==> config.mk <==
export PLATFORM = sky130hd
export DESIGN_NAME = sub_share_arbiter
export DESIGN_NICKNAME = d
export VERILOG_FILES = /design/src/rtl/sub_share_arbiter.sv
export SDC_FILE = /design/constraint.sdc
export NUM_CORES = 1
export LEC_CHECK = 0
export ABC_AREA = 1
export CORE_MARGIN = 2
export CORE_UTILIZATION = 41
export DETAILED_ROUTE_END_ITERATION = 12
export PLACE_DENSITY = 0.77
export SLEW_MARGIN = 15
export SYNTH_ARGS = -nofsm -noshare
export SYNTH_HDL_FRONTEND = slang
export SYNTH_SLANG_ARGS = --single-unit
export TNS_END_PERCENT = 100
==> constraint.sdc <==
create_clock -name Clk -period 1.9 [get_ports Clk]
set_input_delay 0.285 -clock Clk [delete_from_list [all_inputs] [get_ports Clk]]
set_output_delay 0.285 -clock Clk [all_outputs]
set_load 0.02 [all_outputs]
==> src/rtl/sub_share_arbiter.sv <==
// rtl/sub_share_arbiter.sv - round-robin sequencer sharing one subtractor among NUM_REQ requesters
//
// Grants one pending requester at a time, captures its operands, and one cycle
// later returns the registered difference, borrow flag and a Done pulse.
//
// Ports:
//   Clk     rising-edge clock
//   Rst     asynchronous reset, active-low
//   Req     per-requester pending operation
//   A_bus   packed minuends, requester i at [i*DATAWIDTH +: DATAWIDTH]
//   B_bus   packed subtrahends, same packing
//   Gnt     one-hot 1-cycle pulse: winner's operands captured
//   Done    one-hot 1-cycle pulse: Diff/Borrow valid for winner
//   GntId   index of most recent winner, held until next grant
//   Diff    A - B (modulo 2^DATAWIDTH) of last completed op, held
//   Borrow  1 when A < B (unsigned) for last completed op, held
//   Busy    1 while the shared subtractor holds an operation
module sub_share_arbiter #(
    parameter int DATAWIDTH = 8,
    parameter int NUM_REQ   = 4,
    localparam int IDW      = (NUM_REQ <= 2) ? 1 : $clog2(NUM_REQ)
) (
    input  logic                           Clk,
    input  logic                           Rst,
    input  logic [NUM_REQ-1:0]             Req,
    input  logic [NUM_REQ*DATAWIDTH-1:0]   A_bus,
    input  logic [NUM_REQ*DATAWIDTH-1:0]   B_bus,
    output logic [NUM_REQ-1:0]             Gnt,
    output logic [NUM_REQ-1:0]             Done,
    output logic [IDW-1:0]                 GntId,
    output logic [DATAWIDTH-1:0]           Diff,
    output logic                           Borrow,
    output logic                           Busy
);

    typedef enum logic {
        S_IDLE = 1'b0,
        S_EXEC = 1'b1
    } state_t;

    state_t                 state_q, state_d;
    logic [IDW-1:0]         ptr_q, ptr_d;
    logic [DATAWIDTH-1:0]   opa_q, opa_d;
    logic [DATAWIDTH-1:0]   opb_q, opb_d;
    logic [NUM_REQ-1:0]     gnt_q, gnt_d;
    logic [NUM_REQ-1:0]     done_q, done_d;
    logic [IDW-1:0]         gntid_q, gntid_d;
    logic [DATAWIDTH-1:0]   diff_q, diff_d;
    logic                   borrow_q, borrow_d;
    logic                   busy_q, busy_d;

    logic                   found;
    logic [IDW-1:0]         cand;
    logic [IDW-1:0]         win;
    logic [DATAWIDTH:0]     sub_full;

    // Rotating priority search: walk ptr, ptr+1, ... and take the first set bit.
    always_comb begin
        found = 1'b0;
        win   = '0;
        cand  = '0;
        for (int k = 0; k < NUM_REQ; k++) begin
            cand = IDW'((int'(ptr_q) + k) % NUM_REQ);
            if (!found && Req[cand]) begin
                found = 1'b1;
                win   = cand;
            end
        end
    end

    // Shared subtractor; the extra MSB of the widened difference is the borrow.
    assign sub_full = {1'b0, opa_q} - {1'b0, opb_q};

    always_comb begin
        state_d  = state_q;
        ptr_d    = ptr_q;
        opa_d    = opa_q;
        opb_d    = opb_q;
        gnt_d    = '0;
        done_d   = '0;
        gntid_d  = gntid_q;
        diff_d   = diff_q;
        borrow_d = borrow_q;
        busy_d   = 1'b0;
        case (state_q)
            S_IDLE: begin
                if (found) begin
                    opa_d   = A_bus[int'(win)*DATAWIDTH +: DATAWIDTH];
                    opb_d   = B_bus[int'(win)*DATAWIDTH +: DATAWIDTH];
                    gnt_d   = NUM_REQ'(1) << win;
                    gntid_d = win;
                    ptr_d   = (win == IDW'(NUM_REQ - 1)) ? '0 : win + IDW'(1);
                    busy_d  = 1'b1;
                    state_d = S_EXEC;
                end
            end
            S_EXEC: begin
                diff_d   = sub_full[DATAWIDTH-1:0];
                borrow_d = sub_full[DATAWIDTH];
                done_d   = NUM_REQ'(1) << gntid_q;
                state_d  = S_IDLE;
            end
            default: state_d = S_IDLE;
        endcase
    end

    always_ff @(posedge Clk or negedge Rst) begin
        if (!Rst) begin
            state_q  <= S_IDLE;
            ptr_q    <= '0;
            opa_q    <= '0;
            opb_q    <= '0;
            gnt_q    <= '0;
            done_q   <= '0;
            gntid_q  <= '0;
            diff_q   <= '0;
            borrow_q <= 1'b0;
            busy_q   <= 1'b0;
        end else begin
            state_q  <= state_d;
            ptr_q    <= ptr_d;
            opa_q    <= opa_d;
            opb_q    <= opb_d;
            gnt_q    <= gnt_d;
            done_q   <= done_d;
            gntid_q  <= gntid_d;
            diff_q   <= diff_d;
            borrow_q <= borrow_d;
            busy_q   <= busy_d;
        end
    end

    assign Gnt    = gnt_q;
    assign Done   = done_q;
    assign GntId  = gntid_q;
    assign Diff   = diff_q;
    assign Borrow = borrow_q;
    assign Busy   = busy_q;

endmodule

-- After elaboration in Yosys (flattened, before gate mapping)
Index checks and enable logic that the tools add are counted.
- register bits after elaboration: 39
- input bits: 70
- output and inout port bits: 20
- logic and storage cells: 55
- add/subtract/negate cells: 5
- $lt $le $gt $ge: 4
- equality and inequality tests: 1
- shifts and indexed selects: 4
- multiplexer cells: 23
- bitwise operators: 1
- reduce and logical (&&, ||, !) cells: 7
- operators by type and width (operator ; number):
    $shiftx A32 B6 Y8 ; 2
    $lt A2 B3 Y1 const B ; 4
    $mux W4 ; 3
    $mux W1 ; 10
    $mux W2 ; 5
    $sub A8 B8 Y9 ; 1
    $bmux W1 S2 ; 4
    $shl A1 B2 Y4 const A ; 2
    $add A2 B1 Y2 const B ; 2
    $add A2 B2 Y2 const B ; 2
    $logic_and A1 B1 Y1 ; 3
    $logic_not A1 Y1 ; 3
    $eq A2 B2 Y1 const B ; 1
    $pmux W1 S2 ; 1
    $reduce_and A2 Y1 ; 1
    $not A1 Y1 ; 1

-- Logic depth before layout (Yosys ltp)
- depth in word-level cells: 15
- mapped depth: 15
- depth with buffers taken out: 15

-- Worst setup path after synthesis
No wires, ideal clock.
- path type: register to register
- start point: register ptr_q[0]
- end point: register ptr_q[1]
- library setup time: 0.121 ns
- arrival time: 1.740 ns
- required time: 1.779 ns
- slack: 0.039 ns
- stages on the path, launching flop included: 14
- path buffers: 2
- period minus slack after synthesis: 1.861 ns
- cell sequence: dfrtp_1 -> buf_6 -> inv_4 -> nand2_1 -> nand3_1 -> nand2_2 -> nor2_4 -> nand3_4 -> nand3_4 -> buf_4 -> inv_1 -> ha_1 -> nand2_1 -> o21ai_1
- word-level cells in the longest chain between the ends: 14
- elaborated cells between the ends (all ways): 29
- classes of those cells: 4 x add/sub; 1 x eq/ne; 17 x mux; 7 x reduce/logical
- ends and longest elaborated chain (element ; RTL line ; source):
    start, declared ; 42 ; logic [IDW-1:0] ptr_q, ptr_d;
    start signal, assigned ; 121 ; ptr_q <= ptr_d;
    branches (longest 14 deep; another with $add A2 B1 Y2) ; n/a ;
Several ways; the timed one is not identified. The select of a mux whose other input is x is not followed.
A chain may end at the register's enable or synchronous reset.

-- Final worst setup path
- start point: register ptr_q[0]
- end point: register opa_q[1]
- word-level cells in the longest chain between the ends: 13
- elaborated cells between the ends (all ways): 27
- classes of those cells: 3 x add/sub; 1 x shift; 16 x mux; 7 x reduce/logical
- ends and longest elaborated chain (element ; RTL line ; source):
    branches (longest 13 deep; another with $add A2 B1 Y2) ; n/a ;
    end signal, assigned ; 122 ; opa_q <= opa_d;
    end, declared ; 43 ; logic [DATAWIDTH-1:0] opa_q, opa_d;
Several ways; the timed one is not identified. The select of a mux whose other input is x is not followed.

==> out/metrics.yaml <==
logic_synthesis:
  synth_top_family_by_area: "simple AND/OR/NAND/NOR gates"
  synthAdderAreaFrac_pct: 5.18
  synth_area_um2: 2560
  synth_edf_count: 0
  synth-simple-area-share_pct: 44.3
  synthXorXnorAreaFrac_pct: 0.342
  seq_area_frac_synth_pct: 37.1
  synth_top_area_share_pct: 37.1
  synthFlopType: "dfrtp_1"
  synth_common_cells: "nand2_1 (126), nand3_1 (55), dfrtp_1 (38)"
  syn_nets: 440
  synth_compound_area_share_pct: 4.11
  yosysMostFrequentCell: "nand2_1"
  yosys-top-cells-area: "dfrtp_1 (37%), nand2_1 (18%), nand3_1 (11%), nand4_1 (8.1%), ha_1 (4.4%)"
  synth_top_area_cell: "dfrtp_1"
  syn_area_per_cell_um2: 7.11
  ys_warn_count: 0
  synthMuxAreaShare_pct: 0
  post_synth_num_cell_types: 31
  synthArstFlopShare_pct: 100
  ys_seq_elements: 38
  synth_cells: 360
sta:
  layout_setup_ws_ps: 12.7
  skew_ps: 3.65
  slew_violations: 0
  worstMarginPinSlew_ps: 464
  period_share_pct: 99.3
  setup_tns_ps: 0
  final-hold-violation-count: 0
  timing.hold.ws_ps: 26.3
  slew_headroom_pct: 69.1
  max_clock_freq_mhz: 530
  final.min_clock_period_ps: 1890
  rsz0062_at_grt: "yes"
  finalSetupViolCount: 0
clock_tree:
  numCtsBuffers: 5
  cts_tree: "done"
  clockBufferDepth: 2
  insertion_delay_ps: 290
  ctsHoldBuffers: 0
  ctsRootBufferMaster: "clkbuf_8"
  cts_sinks: 38
  htree_levels: 2
  cts.clk_slew.worst_paths_ps: 70
critical_path:
  cp_data_arrival_time_ps: 2070
  critical_path_required_ps: 2080
  r2r_start: "ptr_q[0]"
  worstSetupPathType: "reg -> reg"
  path_max_fanout: 10
  cp-startpoint: "ptr_q[0]"
  critPathLaunchType: "flop"
  critPathCaptureType: "flop"
global_route:
  grt_pass1_vias: 2623
  grt_pass1_wl_um: 11600
  grt_max_degree: 39
  grt_usage_pct: 20.2
  grt_antenna_before_repair: 0
  overflow: 0
die:
  die_area_um2: 6890
  core_um2: 5990
  ios: 90
  start_util_pct: 42.7
  chipWidth_um: 83.0
  dieHeight_um: 83.0
  num_rows: 28
finish:
  drive_gt1_share_pct: 20.0
  layout.cells.non_filler: 541
  design_area_um2: 4010
  final_util_pct: 66.9
  area_delta_synth_final_pct: 56.6
  diodes: 0
  final_nets: 547
routing:
  drtAntennaViolNets: 0
  drc_errors: 0
  finalWirelength_um: 7520
  via_count: 2837
  drtPass1Iterations: 5
  vias_per_cell: 5.24
  routedWlPerCell_um: 13.9
  first_iter_violations: 147
place:
  placedCellCount: 526
  pre_cts_slack_ps: -223
  dp_hpwl_um: 5270
  placed_cell_area_um2: 3620
  numPortBuffers: 89
  place.gp.congestion: 0.844
power:
  p_int_mw: 4.61
  ir_drop_mv: 1.25
  p_seq_share_pct: 16.4
  leakagePower_nw: 1.89
  p_per_area_nw_per_um2: 2280
  power.switching_mw: 4.53
  clkPwrFrac_pct: 5.9
  combPwrFrac_pct: 77.7
  p_sw_share_pct: 49.5
  power_mw: 9.14
flow_run:
  maxCapViolCount: 0
outcome:
  outcome: "complete, no violations"
min_path:
  hp-class: "in -> async"
-- per-layer routing --
metal | part of all wire [%] | routed length, um | GRT usage, %
met1 | 43 | 3240 | 27.1
met4 | 1.3 | 101 | 8.05
met5 | 0 | 0 | 0
met2 | 50 | 3730 | 33.1
met3 | 6.0 | 449 | 2.88
-- placed cells by master, fill, tap and decap left out, drive strengths merged, types with 2 or more instances in the layout --
cell type / Yosys / final
nand2: 130 / 130
clkdlybuf4s50: 0 / 88
nand3: 59 / 59
dfrtp: 38 / 38
nand4: 33 / 33
buf: 19 / 30
inv: 29 / 29
nor2: 13 / 13
o21ai: 10 / 10
ha: 9 / 9
clkbuf: 1 / 8
nor3: 5 / 5
a21oi: 4 / 4
o211ai: 2 / 2
-- state kept, by name, summed over array words and instances (netlist names) --
| signal | flops |
|---|---|
| Borrow | 1 |
| ptr_q | 2 |
| Busy | 1 |
| opa_q | 8 |
| GntId | 2 |
| opb_q | 8 |
| Gnt | 4 |
| Diff | 8 |
| Done | 4 |
-- power by group through the flow --
stage | clock [mW] | sequential (mW) | combinational [mW]
after floorplan | 0 | 1.67 | 3.83
after global placement | 0 | 1.46 | 5.74
after detailed placement | 0 | 1.48 | 5.82
after CTS | 0.555 | 1.47 | 5.98
after global routing | 0.585 | 1.54 | 7.81
final | 0.540 | 1.49 | 7.10
-- final timing paths --
check / to / slack, ps / cells after the start
min: Diff[6] / 30 / 2
max in group asynchronous: ptr_q[1] / 1520 / 2
max: opa_q[1] / 10 / 14
max reg2reg: opa_q[1] / 10 / 14
min in group Clk: Borrow / 470 / 2
min reg2reg: Borrow / 470 / 2
-- area by class of cell --
| cell class | count | area [um^2] |
|---|---|---|
| Fill cell | 483 | 1980 |
| Multi-Input combinational cell | 272 | 1560 |
| Timing Repair Buffer | 120 | 1200 |
| Sequential cell | 38 | 952 |
| Inverter | 30 | 128 |
| Tap cell | 75 | 93.8 |
| Clock buffer | 6 | 82.6 |
-- critical path: stages, from the launching register on --
cell	delay, ps
dfrtp_1	410
buf_6	140
inv_8	70
nand2_1	70
nand2_2	90
nand2_2	80
nand2_4	80
nor2_4	50
nand3_4	120
nand3_4	170
clkbuf_16	210
nand2_1	50
nand3_1	80
nand3_1	100
nand2_1	50
-- timing repair --
item | in CTS | in global routing
gates cloned | 0 | 3
buffers inserted | 1 | 5
endpoints found under the hold margin | 0 | 0
resized for setup | 4 | 52
setup endpoints to repair | 19 | 27
pin swaps | 1 | 30
-- cell families after synthesis --
family          after synthesis
xor+xnor                      1
fa+ha+maj                    10
simple gates                242
flops                        38
buf+inv                      50
compound gates               19
No activity file was read; power rests on OpenSTA's default activity.
